--- config.mk ---
export PLATFORM = sky130hd
export DESIGN_NAME = cnn_mem_loader_flat
export DESIGN_NICKNAME = d
export VERILOG_FILES = /design/src/rtl/cnn_mem_pkg.sv /design/src/rtl/cnn_mem_loader_if.sv /design/src/rtl/cnn_buf.sv /design/src/rtl/cnn_mem_loader.sv /design/src/flat_wrapper.sv
export SDC_FILE = /design/constraint.sdc
export NUM_CORES = 1
export LEC_CHECK = 0
export ABC_CLOCK_PERIOD_IN_PS = 8029
export CAP_MARGIN = 20
export CORE_MARGIN = 3
export CORE_UTILIZATION = 25
export DETAILED_ROUTE_END_ITERATION = 7
export GPL_TIMING_DRIVEN = 1
export MAX_ROUTING_LAYER = met4
export PLACE_DENSITY = 0.46
export SLEW_MARGIN = 10
export SYNTH_ARGS = -nofsm -noshare
export SYNTH_HDL_FRONTEND = slang
export SYNTH_SLANG_ARGS = --single-unit
--- constraint.sdc ---
create_clock -name clk -period 8.03 [get_ports clk]
set_clock_uncertainty 0.1 [all_clocks]
set_input_delay 1.606 -clock clk [delete_from_list [all_inputs] [get_ports clk]]
set_output_delay 1.606 -clock clk [all_outputs]
set_load 0.02 [all_outputs]
--- src/rtl/cnn_mem_pkg.sv ---
// Shared types and register map for the CNN weight/image loader.
package cnn_mem_pkg;
  typedef enum logic [1:0] {IDLE, RUN, DONE} state_t;

  localparam int ADDR_W = 3;

  localparam logic [ADDR_W-1:0] REG_CTRL        = 3'd0;
  localparam logic [ADDR_W-1:0] REG_STATUS      = 3'd1;
  localparam logic [ADDR_W-1:0] REG_PARAM_DATA  = 3'd2;
  localparam logic [ADDR_W-1:0] REG_IMG_DATA    = 3'd3;
  localparam logic [ADDR_W-1:0] REG_PARAM_COUNT = 3'd4;
  localparam logic [ADDR_W-1:0] REG_IMG_COUNT   = 3'd5;
  localparam logic [ADDR_W-1:0] REG_RESULT      = 3'd6;

  localparam int CTRL_CLEAR = 0;
  localparam int CTRL_START = 1;

  localparam int STAT_BUSY       = 0;
  localparam int STAT_DONE       = 1;
  localparam int STAT_PARAM_FULL = 2;
  localparam int STAT_IMG_FULL   = 3;
  localparam int STAT_OVF        = 4;
  localparam int STAT_ERR        = 5;
endpackage

--- src/rtl/cnn_mem_loader_if.sv ---
// Avalon-MM slave bus between the HPS lightweight bridge and the loader.
interface cnn_mem_loader_if
  import cnn_mem_pkg::*;
#(
  parameter int DATA_W = 8
) ();
  logic              chipselect;
  logic [ADDR_W-1:0] address;
  logic              write;
  logic [DATA_W-1:0] writedata;
  logic              read;
  logic [DATA_W-1:0] readdata;

  modport master (
    output chipselect, address, write, writedata, read,
    input  readdata
  );

  modport slave (
    input  chipselect, address, write, writedata, read,
    output readdata
  );
endinterface

--- src/rtl/cnn_buf.sv ---
// Simple dual-port RAM: one write port, one read port with 1-cycle latency.
// No reset on the array so it maps onto block RAM.
module cnn_buf #(
  parameter int DATA_W = 8,
  parameter int DEPTH  = 64
) (
  input  logic                     clk,
  input  logic                     we,
  input  logic [$clog2(DEPTH)-1:0] waddr,
  input  logic [DATA_W-1:0]        wdata,
  input  logic [$clog2(DEPTH)-1:0] raddr,
  output logic [DATA_W-1:0]        rdata
);
  logic [DATA_W-1:0] mem [DEPTH];

  always_ff @(posedge clk) begin
    if (we) mem[waddr] <= wdata;
    rdata <= mem[raddr];
  end
endmodule

--- src/rtl/cnn_mem_loader.sv ---
// HPS-facing loader: fills weight/image buffers via auto-increment pointers,
// runs the start/done handshake with the CNN core and latches its result.
module cnn_mem_loader
  import cnn_mem_pkg::*;
#(
  parameter int DATA_W      = 8,
  parameter int PARAM_DEPTH = 64,
  parameter int IMG_DEPTH   = 128
) (
  input  logic                           clk,
  input  logic                           reset,
  cnn_mem_loader_if.slave                bus,
  output logic                           core_start,
  input  logic                           core_done,
  input  logic [DATA_W-1:0]              core_result,
  input  logic [$clog2(PARAM_DEPTH)-1:0] param_raddr,
  output logic [DATA_W-1:0]              param_rdata,
  input  logic [$clog2(IMG_DEPTH)-1:0]   img_raddr,
  output logic [DATA_W-1:0]              img_rdata
);
  localparam int PAW   = $clog2(PARAM_DEPTH);
  localparam int IAW   = $clog2(IMG_DEPTH);
  localparam int PCW   = $clog2(PARAM_DEPTH + 1);
  localparam int ICW   = $clog2(IMG_DEPTH + 1);
  localparam int MAX_D = (PARAM_DEPTH > IMG_DEPTH) ? PARAM_DEPTH : IMG_DEPTH;

  if (DATA_W < $clog2(MAX_D + 1) || (DATA_W % 8) != 0) begin : g_bad_width
    $error("cnn_mem_loader: DATA_W must be a multiple of 8 wide enough for the counts");
  end

  state_t            state, state_n;
  logic [PCW-1:0]    pptr, pptr_n;
  logic [ICW-1:0]    iptr, iptr_n;
  logic              ovf, ovf_n;
  logic              err, err_n;
  logic [DATA_W-1:0] result, result_n;
  logic [DATA_W-1:0] rdata_q, rd_mux;
  logic              core_start_n;

  logic wr, rd, clear, start;
  logic p_wr, i_wr, p_full, i_full, p_we, i_we;

  assign wr     = bus.chipselect & bus.write;
  assign rd     = bus.chipselect & bus.read;
  assign clear  = wr && (bus.address == REG_CTRL) && bus.writedata[CTRL_CLEAR];
  assign start  = wr && (bus.address == REG_CTRL) && bus.writedata[CTRL_START]
                  && !bus.writedata[CTRL_CLEAR];
  assign p_wr   = wr && (bus.address == REG_PARAM_DATA);
  assign i_wr   = wr && (bus.address == REG_IMG_DATA);
  assign p_full = (pptr == PCW'(PARAM_DEPTH));
  assign i_full = (iptr == ICW'(IMG_DEPTH));
  assign p_we   = p_wr && (state != RUN) && !p_full;
  assign i_we   = i_wr && (state != RUN) && !i_full;

  always_ff @(posedge clk or negedge reset) begin
    if (!reset) begin
      state      <= IDLE;
      pptr       <= '0;
      iptr       <= '0;
      ovf        <= 1'b0;
      err        <= 1'b0;
      result     <= '0;
      rdata_q    <= '0;
      core_start <= 1'b0;
    end else begin
      state      <= state_n;
      pptr       <= pptr_n;
      iptr       <= iptr_n;
      ovf        <= ovf_n;
      err        <= err_n;
      result     <= result_n;
      core_start <= core_start_n;
      if (rd) rdata_q <= rd_mux;
    end
  end

  always_comb begin
    state_n      = state;
    pptr_n       = pptr;
    iptr_n       = iptr;
    ovf_n        = ovf;
    err_n        = err;
    result_n     = result;
    core_start_n = 1'b0;

    // CLEAR outranks everything else in its cycle, including a core_done.
    if (clear) begin
      state_n = IDLE;
      pptr_n  = '0;
      iptr_n  = '0;
      ovf_n   = 1'b0;
      err_n   = 1'b0;
    end else begin
      if (p_we) pptr_n = pptr + PCW'(1);
      if (i_we) iptr_n = iptr + ICW'(1);
      if (state != RUN && ((p_wr && p_full) || (i_wr && i_full))) ovf_n = 1'b1;
      if (state == RUN && (p_wr || i_wr)) err_n = 1'b1;

      case (state)
        RUN: begin
          if (core_done) begin
            result_n = core_result;
            state_n  = DONE;
          end
        end
        default: begin
          if (state == DONE && rd && bus.address == REG_RESULT) state_n = IDLE;
          if (start) begin
            if (pptr != '0 && iptr != '0) begin
              state_n      = RUN;
              core_start_n = 1'b1;
            end else begin
              state_n = IDLE;
              err_n   = 1'b1;
            end
          end
        end
      endcase
    end
  end

  always_comb begin
    rd_mux = '0;
    case (bus.address)
      REG_STATUS: begin
        rd_mux[STAT_BUSY]       = (state == RUN);
        rd_mux[STAT_DONE]       = (state == DONE);
        rd_mux[STAT_PARAM_FULL] = p_full;
        rd_mux[STAT_IMG_FULL]   = i_full;
        rd_mux[STAT_OVF]        = ovf;
        rd_mux[STAT_ERR]        = err;
      end
      REG_PARAM_COUNT: rd_mux = DATA_W'(pptr);
      REG_IMG_COUNT:   rd_mux = DATA_W'(iptr);
      REG_RESULT:      rd_mux = result;
      default:         rd_mux = '0;
    endcase
  end

  assign bus.readdata = rdata_q;

  cnn_buf #(.DATA_W(DATA_W), .DEPTH(PARAM_DEPTH)) u_param_buf (
    .clk   (clk),
    .we    (p_we),
    .waddr (pptr[PAW-1:0]),
    .wdata (bus.writedata),
    .raddr (param_raddr),
    .rdata (param_rdata)
  );

  cnn_buf #(.DATA_W(DATA_W), .DEPTH(IMG_DEPTH)) u_img_buf (
    .clk   (clk),
    .we    (i_we),
    .waddr (iptr[IAW-1:0]),
    .wdata (bus.writedata),
    .raddr (img_raddr),
    .rdata (img_rdata)
  );
endmodule

--- src/flat_wrapper.sv ---
// flat-port wrapper written by rule: the top's interface ports become plain ports
module cnn_mem_loader_flat import cnn_mem_pkg::*;
#(
  parameter int DATA_W      = 8,
  parameter int PARAM_DEPTH = 64,
  parameter int IMG_DEPTH   = 128
)
  (clk, reset, core_start, core_done, core_result, param_raddr, param_rdata, img_raddr, img_rdata, bus_chipselect, bus_address, bus_write, bus_writedata, bus_read, bus_readdata);
  cnn_mem_loader_if #(.DATA_W(DATA_W)) bus_i ();
  input  logic clk;
  input  logic reset;
  output logic core_start;
  input  logic core_done;
  input  logic [DATA_W-1:0] core_result;
  input  logic [$clog2(PARAM_DEPTH)-1:0] param_raddr;
  output logic [DATA_W-1:0] param_rdata;
  input  logic [$clog2(IMG_DEPTH)-1:0] img_raddr;
  output logic [DATA_W-1:0] img_rdata;
  input wire logic [$bits(bus_i.chipselect)-1:0] bus_chipselect;
  input wire logic [$bits(bus_i.address)-1:0] bus_address;
  input wire logic [$bits(bus_i.write)-1:0] bus_write;
  input wire logic [$bits(bus_i.writedata)-1:0] bus_writedata;
  input wire logic [$bits(bus_i.read)-1:0] bus_read;
  output wire logic [$bits(bus_i.readdata)-1:0] bus_readdata;
  assign bus_i.chipselect = bus_chipselect;
  assign bus_i.address = bus_address;
  assign bus_i.write = bus_write;
  assign bus_i.writedata = bus_writedata;
  assign bus_i.read = bus_read;
  assign bus_readdata = bus_i.readdata;
  cnn_mem_loader #(.DATA_W(DATA_W), .PARAM_DEPTH(PARAM_DEPTH), .IMG_DEPTH(IMG_DEPTH)) u_core (.clk(clk), .reset(reset), .bus(bus_i), .core_start(core_start), .core_done(core_done), .core_result(core_result), .param_raddr(param_raddr), .param_rdata(param_rdata), .img_raddr(img_raddr), .img_rdata(img_rdata));
endmodule
* Word-level counts from Yosys, hierarchy flattened
Memories as Yosys holds them, arrays and structs flattened. A register that Yosys moved wholly into a read port is not among the register bits.
Cells that the tools add are included.
** Storage, ports and cells
- Output and inout port bits :: 25
- Input bits :: 38
- Logic and storage cells :: 85
- Memories :: 2
- Register bits after elaboration :: 36
- Memory bits (writable) :: 1536
** Memories
- u_core.u_img_buf.mem :: depth 128, width 8, rd ports 1, clocked after Yosys merged registers in 1, write ports 1, RTL line cnn_buf.sv:14 : logic [DATA_W-1:0] mem [DEPTH];
- u_core.u_param_buf.mem :: depth 64, width 8, rd ports 1, clocked after Yosys merged registers in 1, write ports 1, RTL line cnn_buf.sv:14
** Cells by class
- Add/subtract/negate cells :: 2
- Bitwise operators :: 3
- Muxes and demuxes :: 27
- Equality and inequality tests :: 12
- Reductions and logical operators :: 31
** Operators by type and width (number)
- 6-bit case mux with 4 select lines :: 1
- 1-bit logical AND :: 17
- 1-bit two-way mux :: 16
- 8-bit two-way mux :: 2
- 7-bit two-way mux :: 2
- 2-bit two-way mux :: 5
- 3-bit equality test (second input constant) :: 3
- 8-bit by 1-bit adder with 8-bit output (second input constant) :: 1
- 8-bit equality test (second input constant) :: 1
- 8-bit nonzero test :: 1
- 7-bit by 1-bit adder with 7-bit output (second input constant) :: 1
- 7-bit equality test (second input constant) :: 1
- 7-bit nonzero test :: 1
- 3-bit by 2-bit equality test with 1-bit output (second input constant) :: 2
- 2-bit case mux with 3 select lines :: 1
- 2-bit nonzero test :: 3
- 4-bit nonzero test :: 1
- 3-bit by 1-bit equality test with 1-bit output (second input constant) :: 1
- 1-bit zero test :: 3
- 3-bit zero test :: 1
- 3-bit by 2-bit inequality test with 1-bit output (second input constant) :: 1
- 3-bit AND reduction :: 1
- 1-bit bitwise AND :: 2
- 2-bit by 1-bit equality test with 1-bit output (second input constant) :: 1
- 5 further kinds :: 6

* Longest topological paths before layout
- Word-level depth :: 9
- Mapped depth :: 8
- Mapped depth without buffers :: 7

* Cells and area by module
Synthesis repeated with hierarchy kept, for this count alone.
** Unflattened totals
- Cells, all modules :: 2790
- Area total of the unflattened synthesis :: 61899.4 um^2
** By module, submodules not included
- cnn_buf at u_core.u_img_buf :: instances 1, sequential area each 30909.6 um^2, area an instance 39665.5 um^2, cells each 1635
- cnn_buf at u_core.u_param_buf :: instances 1, sequential area each 15534.9 um^2, area an instance 20166.8 um^2, cells each 940
- cnn_mem_loader :: instances 1, sequential area each 900.9 um^2, area an instance 2067.0 um^2, cells each 215

* Worst setup path before layout
No wires, ideal clock.
- Path type :: input -> register
- Start point :: input img_raddr[0]
- End point :: register u_core.u_img_buf.rdata[0] (read register of u_core.u_img_buf.mem)
- Path slack :: 3851 ps
- Required time :: 7809 ps
- Cell stages on the path :: 6
- Setup time :: 121 ps
- Path buffers :: 2
- Arrival :: 3959 ps
- Cells stage by stage :: clkbuf_1 -> buf_1 -> mux4_2 -> mux4_2 -> mux4_2 -> mux2_2
** RTL lines
- start: declaration :: RTL line flat_wrapper.sv:17 : input logic [$clog2(IMG_DEPTH)-1:0] img_raddr;
- end: declaration :: RTL line cnn_buf.sv:12 : output logic [DATA_W-1:0] rdata

* Worst setup path in the final report
- Start point :: input bus_address[2]
- End point :: memory u_core.u_img_buf.mem[110][1], enable pin
** On the way
- Cells in the longest elaborated chain, start to end :: 6
** Ends and longest elaborated chain
- start: declaration :: RTL line flat_wrapper.sv:20 : input wire logic [$bits(bus_i.address)-1:0] bus_address;
- 3-bit by 2-bit equality test with 1-bit output :: RTL line cnn_mem_loader.sv:49 : assign i_wr = wr && (bus.address == REG_IMG_DATA);
- 1-bit logical AND :: RTL line cnn_mem_loader.sv:49
- 1-bit logical AND (2 in series) :: RTL line cnn_mem_loader.sv:53 : assign i_we = i_wr && (state != RUN) && !i_full;
- 1-bit two-way mux :: RTL line cnn_buf.sv:17 : if (we) mem[waddr] <= wdata;
- 1-bit two-way mux (implied by the code) :: RTL line cnn_buf.sv:17
- end: declaration :: RTL line cnn_buf.sv:14
Every way passes these cells.

==> results.json <==
{
  "fin_tns_setup_ps": 0,
  "final_max_slew_viol_count": 0,
  "post-place-ws_ps": 2128,
  "crit_arrival_ps": 5300,
  "tritoncts": "built",
  "rr_endpoint": "u_core.u_img_buf.mem[66][4]",
  "io_buffers": 62,
  "syn_inst": 2675,
  "place_congestion": 0.7579,
  "worst_ir_drop_vdd_v": 0.0002280,
  "fillers": 23649,
  "cts_hold_buf": 0,
  "synth-edff-count": 1536,
  "cp_max_fo": 14,
  "synth-seq-area-share_pct": 77.10,
  "cts_setup_buffers": 0,
  "powerDensity_mw_per_mm2": 249.7,
  "avgViaCountPerCell": 4.535,
  "ff2ff_setup_slack_ps": 4300,
  "drtPass1Iterations": 5,
  "vias": 27856,
  "wl_um": 159400,
  "finalCritPeriodShare_pct": 62.11,
  "synth_top_area_share_pct": 75.11,
  "p_leak_uw": 0.02138,
  "row_count": 181,
  "syn_area_per_cell_sq_um": 22.96,
  "cts_resized": 0,
  "antenna_found_initial": 8,
  "status": "completed",
  "setup_slack_ps": 3043,
  "ys_ff_latch": 1588,
  "yosysTopAreaCell": "edfxtp_1",
  "clkTransAtPathRegs_ps": 60,
  "dp.final_hpwl_um": 95880,
  "final_util_pct": 29.20,
  "holdWs_ps": 394.9,
  "netlist_area_sq_mm": 0.06141,
  "end_kind": "flip-flop",
  "start_kind": "primary input",
  "fp.dieH_um": 501.6,
  "final_cells": 6143,
  "coreArea_sq_mm": 0.2437,
  "drc_errors": 0,
  "r2r_start": "u_core.iptr[0]",
  "worstHoldStart": "u_core.bus.readdata[2]",
  "placed_cells": 5837,
  "dieArea_sq_mm": 0.2516,
  "critical_path_class": "primary input to flip-flop",
  "final-seq-area_sq_mm": 0.04735,
  "synth_area_leaders": "edfxtp_1, mux4_2, dfrtp_1, nor2_1, dfxtp_1",
  "grt.total_usage_pct": 13.02,
  "synth_warnings": 0,
  "start_util_pct": 25.20,
  "syn_nets": 2717,
  "rsz0062_at_grt": "no",
  "overflow": 0,
  "drtAntennaViolNets": 0,
  "grt_pass1_vias": 29086,
  "syn2layout_area_growth_pct": 15.86,
  "num-nets-final": 2842,
  "drtIter0Drc": 2723,
  "cts.sinks": 1588,
  "slew_headroom_pct": 16.79,
  "maxCapViolCount": 0,
  "root_buffer": "clkbuf_16",
  "yosysMostFrequentCell": "edfxtp_1",
  "synth_top_cells_by_count": "edfxtp_1, mux4_2, nor2_1",
  "pin_count": 63,
  "numCtsBuffers": 163,
  "setup_violations": 0,
  "holdPathStages": 2,
  "worst_pin_slew_ps": 1248,
  "yosysUniqueCellTypes": 52,
  "htreeDepth": 4,
  "ys.flop_type": "edfxtp_1",
  "grt_pass1_wl_um": 229400,
  "crit_required_ps": 8340,
  "routedWlPerCell_um": 25.94,
  "period_minus_slack_ps": 4987,
  "grt_max_degree": 149,
  "min_to": "u_core.bus.readdata[2]",
  "die_w_um": 501.6,
  "reg2reg_depth": 8,
  "postSynth.asyncResetShare_pct": 2.267,
  "fmax_ghz": 0.2005,
  "multi_input_area_sq_mm": 0.01343,
  "hold_viol_final": 0,
  "min_path_type": "flip-flop to flip-flop",
  "cts_buffer_depth": 3,
  "drive_gt1_share_pct": 27.59,
  "worstSkewPairLatency_ps": 790
}
[critical path, stage by stage]
cell and delay (ps):
clkdlybuf4s50_1 670, and4b_1 530, nand3_1 380, nor3b_2 930, nand3_1 480, nor2_1 680
[metrics by stage]
step	area (sq um)	total power [uW]
final	71150	17770
after floorplan	61410	9849
after global placement	65880	10470
after CTS	71150	18000
after global routing	71150	18370
after detailed placement	65880	10470
[per-layer routing]
layer,GRT usage [%],up-vias,part of all wire (%)
met2,20.91,760,49
met5,-,-,0
li1,-,11605,-
met4,2.830,0,1.8
met1,17.50,15309,44
met3,1.998,182,4.5
[layout by cell type (no fill, tap or decap), types with 10 or more instances in the layout]
cell / synthesis / routed
a21oi_1: 10 / 10
buf_4: 5 / 39
bufinv_16: 0 / 15
clkbuf_1: 77 / 34
clkbuf_16: 0 / 164
clkdlybuf4s50_1: 0 / 45
clkinv_1: 0 / 41
clkinv_2: 0 / 29
dfrtp_1: 36 / 36
dfxtp_1: 16 / 16
edfxtp_1: 1536 / 1536
mux2_2: 18 / 18
mux4_2: 496 / 496
nand2_1: 37 / 37
nand3_1: 38 / 38
nor2_1: 217 / 217
nor2b_1: 11 / 11
o21ai_0: 13 / 13
[worst max-delay path by stage]
stage	slack (ps)	from	cells after the start	endpoint
after global placement	2320	bus_address[2]	6	u_core.u_img_buf.mem[75][4]
final	3040	bus_address[2]	6	u_core.u_img_buf.mem[110][1]
after floorplan	3850	img_raddr[0]	6	u_core.u_img_buf.rdata[0]
after detailed placement	2130	bus_address[2]	6	u_core.u_img_buf.mem[77][4]
after global routing	2920	bus_address[2]	6	u_core.u_img_buf.mem[110][1]
after CTS	3010	bus_address[2]	6	u_core.u_img_buf.mem[77][6]
[area by class of cell]
type / count / share of cell area [%]
Clock buffer: 199 / 5.966
Multi-Input combinational cell: 933 / 18.88
Tap cell: 3202 / 5.631
Clock inverter: 105 / 1.444
Sequential cell: 1588 / 66.54
Inverter: 7 / 0.03693
Timing Repair Buffer: 107 / 1.495
Antenna cell: 2 / 0.007034
[power breakdown]
group          switching, uW  internal [uW]
sequential              39.6           9110
combinational            729            379
clock                   3230           4270
total                   4000          13800
[flip-flops by register name, indices dropped and copies added (netlist names)]
| name | count |
|---|---|
| u_core.err | 1 |
| u_core.u_img_buf.mem | 1024 |
| u_core.result | 8 |
| u_core.state | 2 |
| u_core.u_param_buf.mem | 512 |
| u_core.core_start | 1 |
| u_core.ovf | 1 |
| u_core.u_img_buf.rdata | 8 |
| u_core.pptr | 7 |
| u_core.bus.readdata | 8 |
| u_core.u_param_buf.rdata | 8 |
| u_core.iptr | 8 |
[cells by family (layout without fill, tap and decap cells)]
| logic type | count (synthesis) | count (layout) | share of synthesized area, % |
|---|---|---|---|
| AO/OA/AOI/OAI | 49 | 49 | 0.5257 |
| adder cells (fa/ha/maj) | 4 | 4 | 0.08150 |
| AND/OR/NAND/NOR | 350 | 350 | 2.502 |
| buffers and inverters | 154 | 418 | 1.037 |
| other | 0 | 2 | 0 |
| flip-flops | 1588 | 1588 | 77.10 |
| multiplexers | 519 | 519 | 18.60 |
| XOR/XNOR | 11 | 11 | 0.1569 |
Power figures use the tool's default switching activity.
